==> src/rtl/fb_port_ctrl_if.sv <==
// fb_port_ctrl_if: host pixel channel, fill command channel and RAM port-B signals
interface fb_port_ctrl_if;
  logic [8:0] px_x;
  logic [7:0] px_y;
  logic       px_we, px_din, px_req, px_ack, px_dout;
  logic [8:0] fill_x0, fill_x1;
  logic [7:0] fill_y0, fill_y1;
  logic       fill_val, fill_start, fill_busy, fill_done;
  logic [8:0] x_b;
  logic [7:0] y_b;
  logic       read_b, write_b, in_b, out_b, rdy_b;
  modport master (
    input  px_x, px_y, px_we, px_din, px_req,
    input  fill_x0, fill_x1, fill_y0, fill_y1, fill_val, fill_start,
    input  out_b, rdy_b,
    output px_ack, px_dout, fill_busy, fill_done,
    output x_b, y_b, read_b, write_b, in_b
  );
  modport slave (
    output px_x, px_y, px_we, px_din, px_req,
    output fill_x0, fill_x1, fill_y0, fill_y1, fill_val, fill_start,
    output out_b, rdy_b,
    input  px_ack, px_dout, fill_busy, fill_done,
    input  x_b, y_b, read_b, write_b, in_b
  );
endinterface

==> src/rtl/fb_port_ctrl.sv <==
// fb_port_ctrl: sole master of RAM port B, arbitrating host pixel ops against a rectangle fill engine
module fb_port_ctrl #(
  parameter int W = 320,
  parameter int H = 200
) (
  input logic clk,
  input logic rst,
  fb_port_ctrl_if.master bus
);
  typedef enum logic [1:0] {IDLE, ISSUE, WAIT} state_t;
  typedef enum logic {PX, FILL} own_t;
  localparam logic [8:0] XM = 9'(W - 1);
  localparam logic [7:0] YM = 8'(H - 1);
  state_t state, state_n;
  own_t grant, prio;
  logic w1, op_we, fval, fempty;
  logic [8:0] fx, fx0, fx1, cx1;
  logic [7:0] fy, fy0, fy1, cy1;
  logic px_pend, px_oob, px_val, fill_pend, sel_fill, go, done_op, last;
  always_comb begin
    px_pend   = bus.px_req && !bus.px_ack;
    px_oob    = 32'(bus.px_x) >= W || 32'(bus.px_y) >= H;
    px_val    = px_pend && !px_oob;
    fill_pend = bus.fill_busy && !fempty && !bus.fill_done;
    sel_fill  = fill_pend && (!px_val || prio == FILL);
    go        = state == IDLE && bus.rdy_b && (px_val || fill_pend);
    done_op   = state == WAIT && !w1 && bus.rdy_b;
    last      = fx == fx1 && fy == fy1;
    cx1       = 32'(bus.fill_x1) > W - 1 ? XM : bus.fill_x1;
    cy1       = 32'(bus.fill_y1) > H - 1 ? YM : bus.fill_y1;
    state_n   = state == IDLE ? (go ? ISSUE : IDLE) :
                state == ISSUE ? WAIT : (done_op ? IDLE : WAIT);
  end
  always_ff @(posedge clk or posedge rst)
    if (rst) state <= IDLE;
    else state <= state_n;
  always_ff @(posedge clk or posedge rst)
    if (rst) begin
      grant         <= PX;
      prio          <= PX;
      w1            <= 1'b0;
      op_we         <= 1'b0;
      bus.read_b    <= 1'b0;
      bus.write_b   <= 1'b0;
      bus.in_b      <= 1'b0;
      bus.x_b       <= '0;
      bus.y_b       <= '0;
      bus.px_ack    <= 1'b0;
      bus.px_dout   <= 1'b0;
      bus.fill_busy <= 1'b0;
      bus.fill_done <= 1'b0;
      fx            <= '0;
      fy            <= '0;
      fx0           <= '0;
      fx1           <= '0;
      fy0           <= '0;
      fy1           <= '0;
      fval          <= 1'b0;
      fempty        <= 1'b0;
    end else begin
      bus.px_ack    <= 1'b0;
      bus.px_dout   <= 1'b0;
      bus.fill_done <= 1'b0;
      w1            <= state == ISSUE;
      if (state == ISSUE) begin
        bus.read_b  <= 1'b0;
        bus.write_b <= 1'b0;
      end
      if (go) begin
        grant       <= sel_fill ? FILL : PX;
        prio        <= sel_fill ? PX : FILL;
        bus.x_b     <= sel_fill ? fx : bus.px_x;
        bus.y_b     <= sel_fill ? fy : bus.px_y;
        bus.in_b    <= sel_fill ? fval : bus.px_din;
        op_we       <= sel_fill || bus.px_we;
        bus.read_b  <= !sel_fill && !bus.px_we;
        bus.write_b <= sel_fill || bus.px_we;
      end
      // out-of-range host ops complete without touching the RAM
      if (state == IDLE && px_pend && px_oob) bus.px_ack <= 1'b1;
      if (done_op && grant == PX) begin
        bus.px_ack  <= 1'b1;
        bus.px_dout <= !op_we && bus.out_b;
      end
      if (!bus.fill_busy && bus.fill_start) begin
        bus.fill_busy <= 1'b1;
        fx0    <= bus.fill_x0;
        fy0    <= bus.fill_y0;
        fx1    <= cx1;
        fy1    <= cy1;
        fx     <= bus.fill_x0;
        fy     <= bus.fill_y0;
        fval   <= bus.fill_val;
        fempty <= bus.fill_x0 > cx1 || bus.fill_y0 > cy1 ||
                  32'(bus.fill_x0) >= W || 32'(bus.fill_y0) >= H;
      end else if (bus.fill_busy && fempty) begin
        bus.fill_busy <= 1'b0;
        bus.fill_done <= 1'b1;
      end else if (bus.fill_done) begin
        bus.fill_busy <= 1'b0;
      end else if (done_op && grant == FILL) begin
        bus.fill_done <= last;
        fx <= fx == fx1 ? fx0 : fx + 9'd1;
        fy <= fx == fx1 ? fy + 8'd1 : fy;
      end
    end
endmodule

==> src/flat_wrapper.sv <==
// flat-port wrapper written by rule: the top's interface ports become plain ports
module fb_port_ctrl_flat 
#(
  parameter int W = 320,
  parameter int H = 200
)
  (clk, rst, bus_px_x, bus_px_y, bus_px_we, bus_px_din, bus_px_req, bus_fill_x0, bus_fill_x1, bus_fill_y0, bus_fill_y1, bus_fill_val, bus_fill_start, bus_out_b, bus_rdy_b, bus_px_ack, bus_px_dout, bus_fill_busy, bus_fill_done, bus_x_b, bus_y_b, bus_read_b, bus_write_b, bus_in_b);
  fb_port_ctrl_if bus_i ();
  input logic clk;
  input logic rst;
  input wire logic [$bits(bus_i.px_x)-1:0] bus_px_x;
  input wire logic [$bits(bus_i.px_y)-1:0] bus_px_y;
  input wire logic [$bits(bus_i.px_we)-1:0] bus_px_we;
  input wire logic [$bits(bus_i.px_din)-1:0] bus_px_din;
  input wire logic [$bits(bus_i.px_req)-1:0] bus_px_req;
  input wire logic [$bits(bus_i.fill_x0)-1:0] bus_fill_x0;
  input wire logic [$bits(bus_i.fill_x1)-1:0] bus_fill_x1;
  input wire logic [$bits(bus_i.fill_y0)-1:0] bus_fill_y0;
  input wire logic [$bits(bus_i.fill_y1)-1:0] bus_fill_y1;
  input wire logic [$bits(bus_i.fill_val)-1:0] bus_fill_val;
  input wire logic [$bits(bus_i.fill_start)-1:0] bus_fill_start;
  input wire logic [$bits(bus_i.out_b)-1:0] bus_out_b;
  input wire logic [$bits(bus_i.rdy_b)-1:0] bus_rdy_b;
  output wire logic [$bits(bus_i.px_ack)-1:0] bus_px_ack;
  output wire logic [$bits(bus_i.px_dout)-1:0] bus_px_dout;
  output wire logic [$bits(bus_i.fill_busy)-1:0] bus_fill_busy;
  output wire logic [$bits(bus_i.fill_done)-1:0] bus_fill_done;
  output wire logic [$bits(bus_i.x_b)-1:0] bus_x_b;
  output wire logic [$bits(bus_i.y_b)-1:0] bus_y_b;
  output wire logic [$bits(bus_i.read_b)-1:0] bus_read_b;
  output wire logic [$bits(bus_i.write_b)-1:0] bus_write_b;
  output wire logic [$bits(bus_i.in_b)-1:0] bus_in_b;
  assign bus_i.px_x = bus_px_x;
  assign bus_i.px_y = bus_px_y;
  assign bus_i.px_we = bus_px_we;
  assign bus_i.px_din = bus_px_din;
  assign bus_i.px_req = bus_px_req;
  assign bus_i.fill_x0 = bus_fill_x0;
  assign bus_i.fill_x1 = bus_fill_x1;
  assign bus_i.fill_y0 = bus_fill_y0;
  assign bus_i.fill_y1 = bus_fill_y1;
  assign bus_i.fill_val = bus_fill_val;
  assign bus_i.fill_start = bus_fill_start;
  assign bus_i.out_b = bus_out_b;
  assign bus_i.rdy_b = bus_rdy_b;
  assign bus_px_ack = bus_i.px_ack;
  assign bus_px_dout = bus_i.px_dout;
  assign bus_fill_busy = bus_i.fill_busy;
  assign bus_fill_done = bus_i.fill_done;
  assign bus_x_b = bus_i.x_b;
  assign bus_y_b = bus_i.y_b;
  assign bus_read_b = bus_i.read_b;
  assign bus_write_b = bus_i.write_b;
  assign bus_in_b = bus_i.in_b;
  fb_port_ctrl #(.W(W), .H(H)) u_core (.clk(clk), .rst(rst), .bus(bus_i));
endmodule
==> config.mk <==
export PLATFORM = sky130hd
export DESIGN_NAME = fb_port_ctrl_flat
export DESIGN_NICKNAME = d
export VERILOG_FILES = /design/src/rtl/fb_port_ctrl_if.sv /design/src/rtl/fb_port_ctrl.sv /design/src/flat_wrapper.sv
export SDC_FILE = /design/constraint.sdc
export NUM_CORES = 1
export LEC_CHECK = 0
export ABC_AREA = 1
export BUFFER_PORTS_ARGS = -buffer_cell sky130_fd_sc_hd__buf_2
export CELL_PAD_IN_SITES_DETAIL_PLACEMENT = 0
export CELL_PAD_IN_SITES_GLOBAL_PLACEMENT = 1
export CORE_MARGIN = 1
export CORE_UTILIZATION = 35
export DETAILED_ROUTE_END_ITERATION = 8
export PLACE_DENSITY_LB_ADDON = 0.1
export SYNTH_ARGS = -nofsm -noshare
export SYNTH_HDL_FRONTEND = slang
export SYNTH_SLANG_ARGS = --single-unit
==> constraint.sdc <==
create_clock -name clk -period 4.2 [get_ports clk]
set_input_delay 0.21 -clock clk [delete_from_list [all_inputs] [get_ports clk]]
set_output_delay 0.21 -clock clk [all_outputs]
set_load 0.02 [all_outputs]
Word-level counts from Yosys, hierarchy flattened
Cells that the tools add are included.

word-level totals
  register bits after elaboration = 75
  input port bits = 60
  logic and storage cells = 114

cells by class
  order comparisons = 8
  bitwise logic cells = 1
  equality and inequality tests = 6
  reduce and logical (&&, ||, !) cells = 42
  muxes and demuxes = 34
  add/subtract/negate cells = 2

operator list
  kind                                                                   number
  9-bit 2-to-1 mux                                                       7
  8-bit 2-to-1 mux                                                       7
  9-bit greater-or-equal comparator, second input constant               2
  1-bit logical AND                                                      18
  1-bit 2-to-1 mux                                                       17
  8-bit greater-or-equal comparator, second input constant               2
  1-bit zero test                                                        10
  9-bit by 1-bit adder with 9-bit output, second input constant          1
  9-bit equality test                                                    1
  9-bit > comparator                                                     1
  9-bit > comparator, second input constant                              1
  8-bit by 1-bit adder with 8-bit output, second input constant          1
  8-bit equality test                                                    1
  8-bit > comparator                                                     1
  8-bit > comparator, second input constant                              1
  1-bit logical OR                                                       7
  2-bit 2-to-1 mux                                                       3
  2-bit nonzero test                                                     3
  4-bit AND reduction                                                    1
  3-bit AND reduction                                                    1
  3-bit nonzero test                                                     1
  2-bit by 1-bit equality test with 1-bit output, second input constant  1
  2-bit equality test, second input constant                             1
  2-bit zero test                                                        1
  3 further kinds                                                        3

Logic depth before layout (Yosys ltp)
Gate-level depths: netlist of the first run.

  word-level depth = 10
  gate-level depth with buffers = 14
  depth with buffers taken out = 14

Worst setup path after synthesis of the first run
OpenSTA, ideal clock, no wires.

  path kind = input -> register
  from = input bus_fill_y1[4]
  to = register u_core.fempty
  setup slack = 2.550 ns
  required time = 4.087 ns
  stages on the path = 11
  setup time = 0.113 ns
  data arrival time = 1.537 ns
  path through = o311ai_2 -> nand2_1 -> ha_1 -> a21oi_1 -> o21ai_0 -> nand2_1 -> nand2_1 -> nand2_1 -> nand3_1 -> nand2_1 -> inv_1

between the ends
  longest elaborated chain between the ends = 6

RTL lines
  what                             line                RTL
  start, declared                  flat_wrapper.sv:19  input wire logic [$bits(bus_i.fill_y1)-1:0] bus_fill_y1;
  8-bit > comparator               fb_port_ctrl.sv:30  cy1 = 32'(bus.fill_y1) > H - 1 ? YM : bus.fill_y1;
  8-bit 2-to-1 mux *               fb_port_ctrl.sv:30
  8-bit > comparator *             fb_port_ctrl.sv:94  fempty <= bus.fill_x0 > cx1 || bus.fill_y0 > cy1 ||
  1-bit logical OR * (2 in a row)  fb_port_ctrl.sv:94
  1-bit logical OR *               fb_port_ctrl.sv:95  32'(bus.fill_x0) >= W || 32'(bus.fill_y0) >= H;
  end signal, assigned             fb_port_ctrl.sv:94
  end, declared                    fb_port_ctrl.sv:16  logic w1, op_we, fval, fempty;

Every way passes the cells marked *; elsewhere a longest branch is shown, timed or not.
A chain may end at the register's enable or synchronous reset.

Worst setup path in the final report of the first run
  from = register u_core.bus.fill_busy
  to = register u_core.fy[4]

between the ends
  longest elaborated chain between the ends = 4

RTL lines
  what                                                          line                   RTL
  start, declared                                               fb_port_ctrl_if.sv:16  output px_ack, px_dout, fill_busy, fill_done,
  start signal, assigned                                        fb_port_ctrl.sv:50     bus.fill_busy <= 1'b0;
  start signal, assigned                                        fb_port_ctrl.sv:86     bus.fill_busy <= 1'b1;
  start signal, assigned                                        fb_port_ctrl.sv:97     bus.fill_busy <= 1'b0;
  1-bit zero test                                               fb_port_ctrl.sv:85     if (!bus.fill_busy && bus.fill_start) begin
  1-bit logical AND                                             fb_port_ctrl.sv:85
  2-bit != test (no source line), or another cell as far along  -
  4-bit AND reduction (no source line)                          -
  end signal, assigned                                          fb_port_ctrl.sv:92     fy <= bus.fill_y0;
  end signal, assigned                                          fb_port_ctrl.sv:104    fy <= fx == fx1 ? fy + 8'd1 : fy;
  end, declared                                                 fb_port_ctrl.sv:18     logic [7:0] fy, fy0, fy1, cy1;

Parallel ways exist; a longest one is shown, timed or not.

==> flow_metrics.tcl, run 1 <==
set metrics [dict create \
    holdBufCountCts 0 \
    cts_root_buf "clkbuf_16" \
    maxSlewHeadroom_pct 48.30 \
    setup_viol 0 \
    num_antenna_cells 0 \
    synth-compound-area-share_pct 10.90 \
    numCtsBuffers 9 \
    worstSetupEndpointType "flop" \
    drc_errors 0 \
    hold_class "in -> async" \
    synth-main-ff-cell "dfrtp_1" \
    finalPower_mw 2.960 \
    htree_levels 3 \
    hold_viol_final 0 \
    vias 3867 \
    peakVddDrop_mv 0.2137 \
    synth_cell_types 40 \
    fin_tns_setup_ns 0 \
    core_area_mm2 0.01262 \
    cts_post_setup_buffers_inserted 0 \
    netlist_area_mm2 0.004524 \
    cp_slowest_stage_delay_ns 0.43 \
    fin_nets 755 \
    status "completed" \
    critPathKind "reg -> reg" \
    clock_path_buffers 2 \
    fillers 1414 \
    grt_pass1_vias 3687 \
    finClkSkew_ns 0.004698 \
    antenna_found_initial 0 \
    async_flop_share_pct 100.0 \
    yosys.area.top_type "dfrtp_1" \
    fp-row-count 41 \
    p_leak_nw 2.928 \
    io_buffers 83 \
    synth_area_leaders "dfrtp_1 (41%), nand2_1 (17%), inv_1 (5.5%)" \
    yosys.area.top_type_share_pct 41.48 \
    cp.arrival_ns 2.40 \
    synth_edf_count 0 \
    initial_core_util_pct 35.85 \
    synthAdderAreaFrac_pct 5.254 \
    clkSinkCount 75 \
    die_h_um 115.7 \
    synth_top_family_by_area "simple AND/OR/NAND/NOR gates" \
    ys_seq_area_share_pct 41.48 \
    min_period_over_period_pct 50.95 \
    crit_chain "inv_2, nand2_4, a21boi_1, nand2_1, clkinv_2, nand2_4, nand2_1, o21ai_2" \
    yosysWarnings 0 \
    ios 84 \
    overflow 0 \
    worst_pin_slew_ns 0.7744 \
    fmax_mhz 467.3 \
    path_buf_inv 2 \
    grt_max_degree 54 \
    dr.pass1.iters 5 \
    start_kind "flop" \
    slowest_stage "nand2_4" \
    multiInputGateArea_mm2 0.002228 \
    grt_pass1_wl_mm 18.69 \
    cap_violations 0 \
    dp_hpwl_mm 8.509 \
    syn_nets 681 \
    clkTransAtPathRegs_ns 0.06 \
    antenna_left 0 \
    synth_commonest_cells "nand2_1 (210), dfrtp_1 (75), inv_1 (66)" \
    synth-seq-cells 75 \
    path_delay_family "simple AND/OR/NAND/NOR gates" \
    drtIter0Drc 189 \
    area_delta_synth_final_pct 16.84 \
    die_w_um 115.7 \
    final_layout_size_suffix_gt1_share_pct 18.46 \
    routabilityCongestion 0.7877 \
    synth_xor_area_share_pct 3.982 \
    synth.most_common_cell "nand2_1" \
    synth-simple-area-share_pct 28.46 \
    path_max_fanout 53 \
    drv_slew 0 \
    syn_area_per_cell_um2 7.516 \
    seq_area_mm2 0.001877 \
    cts_resized 0 \
    crit_required_ns 4.46 \
    cts_tree "yes" \
    postSynthCellCount 602 \
    avgViaCountPerCell 4.555 \
    rsz0062_at_grt "no" \
    p_per_area_mw_per_mm2 559.9 \
    wl_per_cell_um 13.29 \
    dieArea_mm2 0.01339 \
    synth_mux_area_share_pct 0.6637 \
    finalWirelength_mm 11.28 \
    clk_latency_ns 0.33 \
    grt_usage_pct 18.42 \
    fin_crit_ns 2.140 \
]
==> layout make-up <==
cell class	count	share of cell area [%]
clock buffers	12	4.852
inverters	72	5.136
multi-input cells	432	42.15
flip-flops and latches	75	35.50
well taps	172	4.071
repair buffers	86	8.284
==> placed cells by master, fill, tap and decap left out, drive strengths merged, types with 3 or more instances in the layout <==
master	n
a21oi	20
mux2i	3
clkbuf	12
a31oi	3
buf	86
o21ai	52
nor3	5
nand4	6
inv	71
dfrtp	75
xnor2	9
ha	19
nor2	43
nand2	217
xor2	9
nand3	29
a21boi	3
==> per-stage QoR <==
step	hold WS [ns]	instances	util (%)	setup WS [ns]	area, µm²
6_report	0.009571	849	41.89	2.060	5286
5_1_grt	0.08575	849	41.89	1.829	5286
4_1_cts	0.04522	849	41.89	2.058	5286
3_5_place_dp	0.4044	837	39.86	2.068	5030
3_3_place_gp	0.4019	837	39.86	2.136	5030
2_1_floorplan	0.3196	602	-	2.080	4524
==> cell families after synthesis <==
logic type / count (synthesis)
buffers and inverters: 95
adders and majority gates: 19
AOI/OAI and AO/OA: 86
DFF: 75
muxes: 3
and+or+nand+nor: 306
xor gates and xnor gates: 18
==> layer usage <==
| layer | global-route usage, % | wire length (µm) |
|---|---|---|
| met1 | 26.98 | 6135 |
| met2 | 27.50 | 4586 |
| met3 | 3.504 | 400 |
| met4 | 5.385 | 161 |
| met5 | 0 | 0 |
==> worst register-to-register path, cell delays in order (launching register included) <==
cell	delay (ns)
dfrtp_1	0.39
inv_2	0.06
nand2_4	0.43
a21boi_1	0.14
nand2_1	0.38
clkinv_2	0.25
nand2_4	0.24
nand2_1	0.10
o21ai_2	0.06
==> worst paths after layout <==
kind	to	startpoint	depth (start not counted)	slack [ns]
max reg2reg	u_core.fy[4]$_DFFE_PP0P_	u_core.bus.fill_busy$_DFFE_PP0P_	8	2.06
max	u_core.fy[4]$_DFFE_PP0P_	u_core.bus.fill_busy$_DFFE_PP0P_	8	2.06
max in group asynchronous	u_core.bus.in_b$_DFFE_PP0P_	rst	3	3.14
min in group clk	u_core.fval$_DFFE_PP0P_	bus_fill_val	3	0.08
min	u_core.bus.x_b[4]$_DFFE_PP0P_	rst	2	0.01
min reg2reg	u_core.bus.px_dout$_DFF_PP0_	u_core.op_we$_DFFE_PP0P_	1	0.45
==> power by group <==
| group | total (mW) | leakage [nW] | switching [mW] | internal (mW) |
|---|---|---|---|---|
| Combinational | 1.06 | 1.88 | 0.645 | 0.413 |
| Clock | 0.702 | 0.126 | 0.283 | 0.419 |
| Sequential | 1.20 | 0.923 | 0.237 | 0.962 |
==> registers in the layout, summed over array words and instances (netlist names), 2 cells and up <==
signal and cells:
u_core.bus.x_b 9, u_core.fx0 9, u_core.fx1 9, u_core.fx 9, u_core.bus.y_b 8, u_core.fy1 8
u_core.fy 8, u_core.state 2
Note: power is estimated with default switching activity, not from simulation.
==> run 2: changes to the inputs <==
--- a/config.mk
+++ b/config.mk
@@ -5,7 +5,7 @@
 export SDC_FILE = /design/constraint.sdc
 export NUM_CORES = 1
 export LEC_CHECK = 0
-export ABC_AREA = 1
+export ABC_AREA = 0
 export BUFFER_PORTS_ARGS = -buffer_cell sky130_fd_sc_hd__buf_2
 export CELL_PAD_IN_SITES_DETAIL_PLACEMENT = 0
 export CELL_PAD_IN_SITES_GLOBAL_PLACEMENT = 1
==> constraint.sdc (replaced) <==
create_clock -name clk -period 2 [get_ports clk]
set_input_delay 0.1 -clock clk [delete_from_list [all_inputs] [get_ports clk]]
set_output_delay 0.1 -clock clk [all_outputs]
set_load 0.02 [all_outputs]
==> run 2 against run 1 <==
  * Cell count decreased by 18%
  * Sequential power increased by 90%
  * Die area decreased by 10%
  * Critical path depth decreased by 1
  * Routed wire length decreased by 8.1%
  * Sequential share of layout area increased by 1.3 points
  * Clock skew increased by 0.0026 ns
  * First-iteration DRC count increased by 5.3%
  * Cell area decreased by 3.5%
  * Total power increased by 88%
  * Area after synthesis decreased by 11%
  * Clock-buffer cell count unchanged
  * Critical path type unchanged
==> flow_metrics.tcl, run 2 <==
set metrics [dict create \
    hold_viol_final 0 \
    cp_slowest_stage_delay_ns 0.38 \
    r2r_setup_slack_ns 0.17 \
    dp_worst_setup_slack_ns -0.09995 \
    cts_tree "yes" \
    worst_pin_slew_ns 0.7260 \
    die_w_um 109.5 \
    path_buf_inv 1 \
    peakVddDrop_mv 0.4992 \
    initial_core_util_pct 36.64 \
    routabilityCongestion 0.8034 \
    clk_latency_ns 0.33 \
    p_int_mw 3.611 \
    ios 84 \
    layout_common_cells "nand2_1 (108), buf_2 (83), dfrtp_1 (75)" \
    async_flop_share_pct 100.0 \
    setup.worst_path.start "u_core.state[0]$_DFF_PP0_" \
    fillers 1137 \
    path_delay_family "simple AND/OR/NAND/NOR gates" \
    fmax_mhz 545.5 \
    crit_path_end "u_core.fy[7]$_DFFE_PP0P_" \
    synth_edf_count 0 \
    synth-main-ff-cell "dfrtp_1" \
    fp-row-count 38 \
    min_period_over_period_pct 91.65 \
    cap_violations 0 \
    synth-seq-cells 75 \
    yosys.area.top_type_share_pct 46.44 \
    start_kind "flop" \
    dp_hpwl_mm 8.069 \
    setup_viol 0 \
    path_max_fanout 7 \
    drtIter0Drc 199 \
    maxSlewHeadroom_pct 51.45 \
    status "completed" \
    grt_usage_pct 18.90 \
    crit_chain "and4bb_1, nand3b_2, buf_4, a21oi_2, nand4_1, xor2_1, o21ai_0" \
    antenna_found_initial 0 \
    core_area_mm2 0.01103 \
    htree_levels 3 \
    final_layout_size_suffix_gt1_share_pct 26.04 \
    syn_nets 520 \
    power.switching_mw 1.961 \
    cts_root_buf "clkbuf_16" \
    synth_cell_types 57 \
    slowest_stage "dfrtp_1" \
    postSynthCellCount 441 \
    yosys.area.top_type "dfrtp_1" \
    wl_per_cell_um 14.97 \
    clkSinkCount 75 \
    vias 3448 \
    num_antenna_cells 0 \
    layout_setup_ws_ns 0.1669 \
    yosysWarnings 0 \
    crit_required_ns 2.25 \
    dr.pass1.iters 4 \
    grt_pass1_vias 3404 \
    avgViaCountPerCell 4.975 \
    finalWirelength_mm 10.37 \
    hold_class "in -> reg" \
    clock_path_buffers 2 \
    combPwrFrac_pct 31.8 \
    timing.rr.start "u_core.state[0]$_DFF_PP0_" \
    grt_pass1_wl_mm 17.19 \
    overflow 0 \
    numCtsBuffers 9 \
    syn_area_per_cell_um2 9.164 \
    critPathKind "reg -> reg" \
    placed_area_mm2 0.004786 \
    synth.most_common_cell "nand2_1" \
    clkTransAtPathRegs_ns 0.06 \
    drv_slew 0 \
    io_buffers 83 \
    dieArea_mm2 0.01198 \
    fin_crit_ns 1.833 \
    seq_power_share_pct 41.0 \
    grt_max_degree 53 \
    drc_errors 0 \
    post-route-cell-area_mm2 0.005104 \
    mostFrequentLayoutCell "nand2_1" \
    rsz0062_at_grt "no" \
    rr_worst_depth 7 \
    switching_share_pct 35.20 \
    r2r_end "u_core.fy[7]$_DFFE_PP0P_" \
    die_h_um 109.5 \
    antenna_left 0 \
    p_per_area_mw_per_mm2 1092 \
    synth_area_leaders "dfrtp_1 (46%), nand2_1 (10%), ha_1 (5.9%)" \
    fin_util_pct 46.27 \
    cp.arrival_ns 2.08 \
    synth_commonest_cells "nand2_1 (108), dfrtp_1 (75), o21ai_0 (29)" \
    netlist_area_mm2 0.004041 \
    p_leak_nw 2.490 \
    fin_nets 627 \
    finClkSkew_ns 0.007289 \
    clkPwrFrac_pct 27.2 \
    ys_seq_area_share_pct 46.44 \
    cp.depth 7 \
    worstSetupEndpointType "flop" \
    area_delta_synth_final_pct 26.28 \
]
[run 2: cell types whose count changed in the layout (fill, tap and decap cells not counted), moves of 7 or more]
cell     delta
a22oi_1    +17
o21ai_0     -7
inv_1      -53
nand4_1     +7
buf_4      +23
nor2_1     -17
nand3_1    -22
xnor2_1    +13
nand2_1   -102
[run 2: routing by layer]
metal  vias up  GRT usage (%)  part of all wire [%]
li1       1764              -                     -
met1      1598          28.80                    52
met2        78          26.73                    41
met3         8          4.149                   5.2
met4         0          4.857                   1.1
met5         -              0                     0
[run 2: through the flow]
step	instances	TNS (ns)	hold WS [ns]	total power, mW
3_3_place_gp	674	-0.1080	0.2061	4.067
3_5_place_dp	674	-0.09995	0.2142	4.101
4_1_cts	693	0	0.001723	5.632
2_1_floorplan	441	0	0.2054	3.397
6_report	693	0	0.004379	5.572
5_1_grt	693	0	0.002250	5.977
[run 2: worst reg2reg max path, stage by stage, from the launching register on]
cell	delay (ns)
dfrtp_1	0.38
and4bb_1	0.32
nand3b_2	0.14
buf_4	0.17
a21oi_2	0.27
nand4_1	0.16
xor2_1	0.17
o21ai_0	0.14
[run 2: how the worst min path moves through the flow]
stage,from,end,slack (ns),depth (start not counted)
finish,bus_fill_y0[1],u_core.fy[1]$_DFFE_PP0P_,0.004,3
global route,bus_px_x[0],u_core.bus.x_b[0]$_DFFE_PP0P_,0.002,3
CTS,bus_px_x[4],u_core.bus.x_b[4]$_DFFE_PP0P_,0.002,3
detailed placement,rst,u_core.bus.x_b[3]$_DFFE_PP0P_,0.21,3
global placement,rst,u_core.bus.in_b$_DFFE_PP0P_,0.21,3
floorplan,bus_fill_val,u_core.fval$_DFFE_PP0P_,0.21,2
[run 2: power by group through the flow]
stage | clock network (mW) | logic (mW) | registers, mW
floorplan | 0 | 0.867 | 2.53
global placement | 0 | 1.76 | 2.31
detailed placement | 0 | 1.78 | 2.32
CTS | 1.55 | 1.79 | 2.29
global route | 1.62 | 2.01 | 2.35
finish | 1.52 | 1.77 | 2.28
[run 2: logic make-up (layout without fill, tap and decap cells)]
logic type / after synthesis / count (layout) / share of synthesized area [%]
DFF: 75 / 75 / 46.44
AOI/OAI and AO/OA: 98 / 98 / 15.70
muxes: 6 / 6 / 1.548
adders and majority gates: 19 / 19 / 5.882
xor gates and xnor gates: 26 / 26 / 5.821
and+or+nand+nor: 186 / 186 / 21.08
buffers and inverters: 31 / 143 / 3.529
[run 2: repair_timing]
action,in CTS,in global routing
hold endpoints to repair,77,0
setup buffers,0,0
resized for setup,0,1
endpoints found under the setup margin,0,18
hold buffers,3,0
[run 2: cell type report]
type | instances | area [µm²] | share of cell area (%)
clock buffers | 12 | 256.5 | 5.026
clock inverters | 4 | 25.02 | 0.4903
multi-input cells | 335 | 2037 | 39.91
inverters | 13 | 52.55 | 1.030
repair buffers | 114 | 680.7 | 13.34
well taps | 140 | 175.2 | 3.432
flip-flops and latches | 75 | 1877 | 36.77
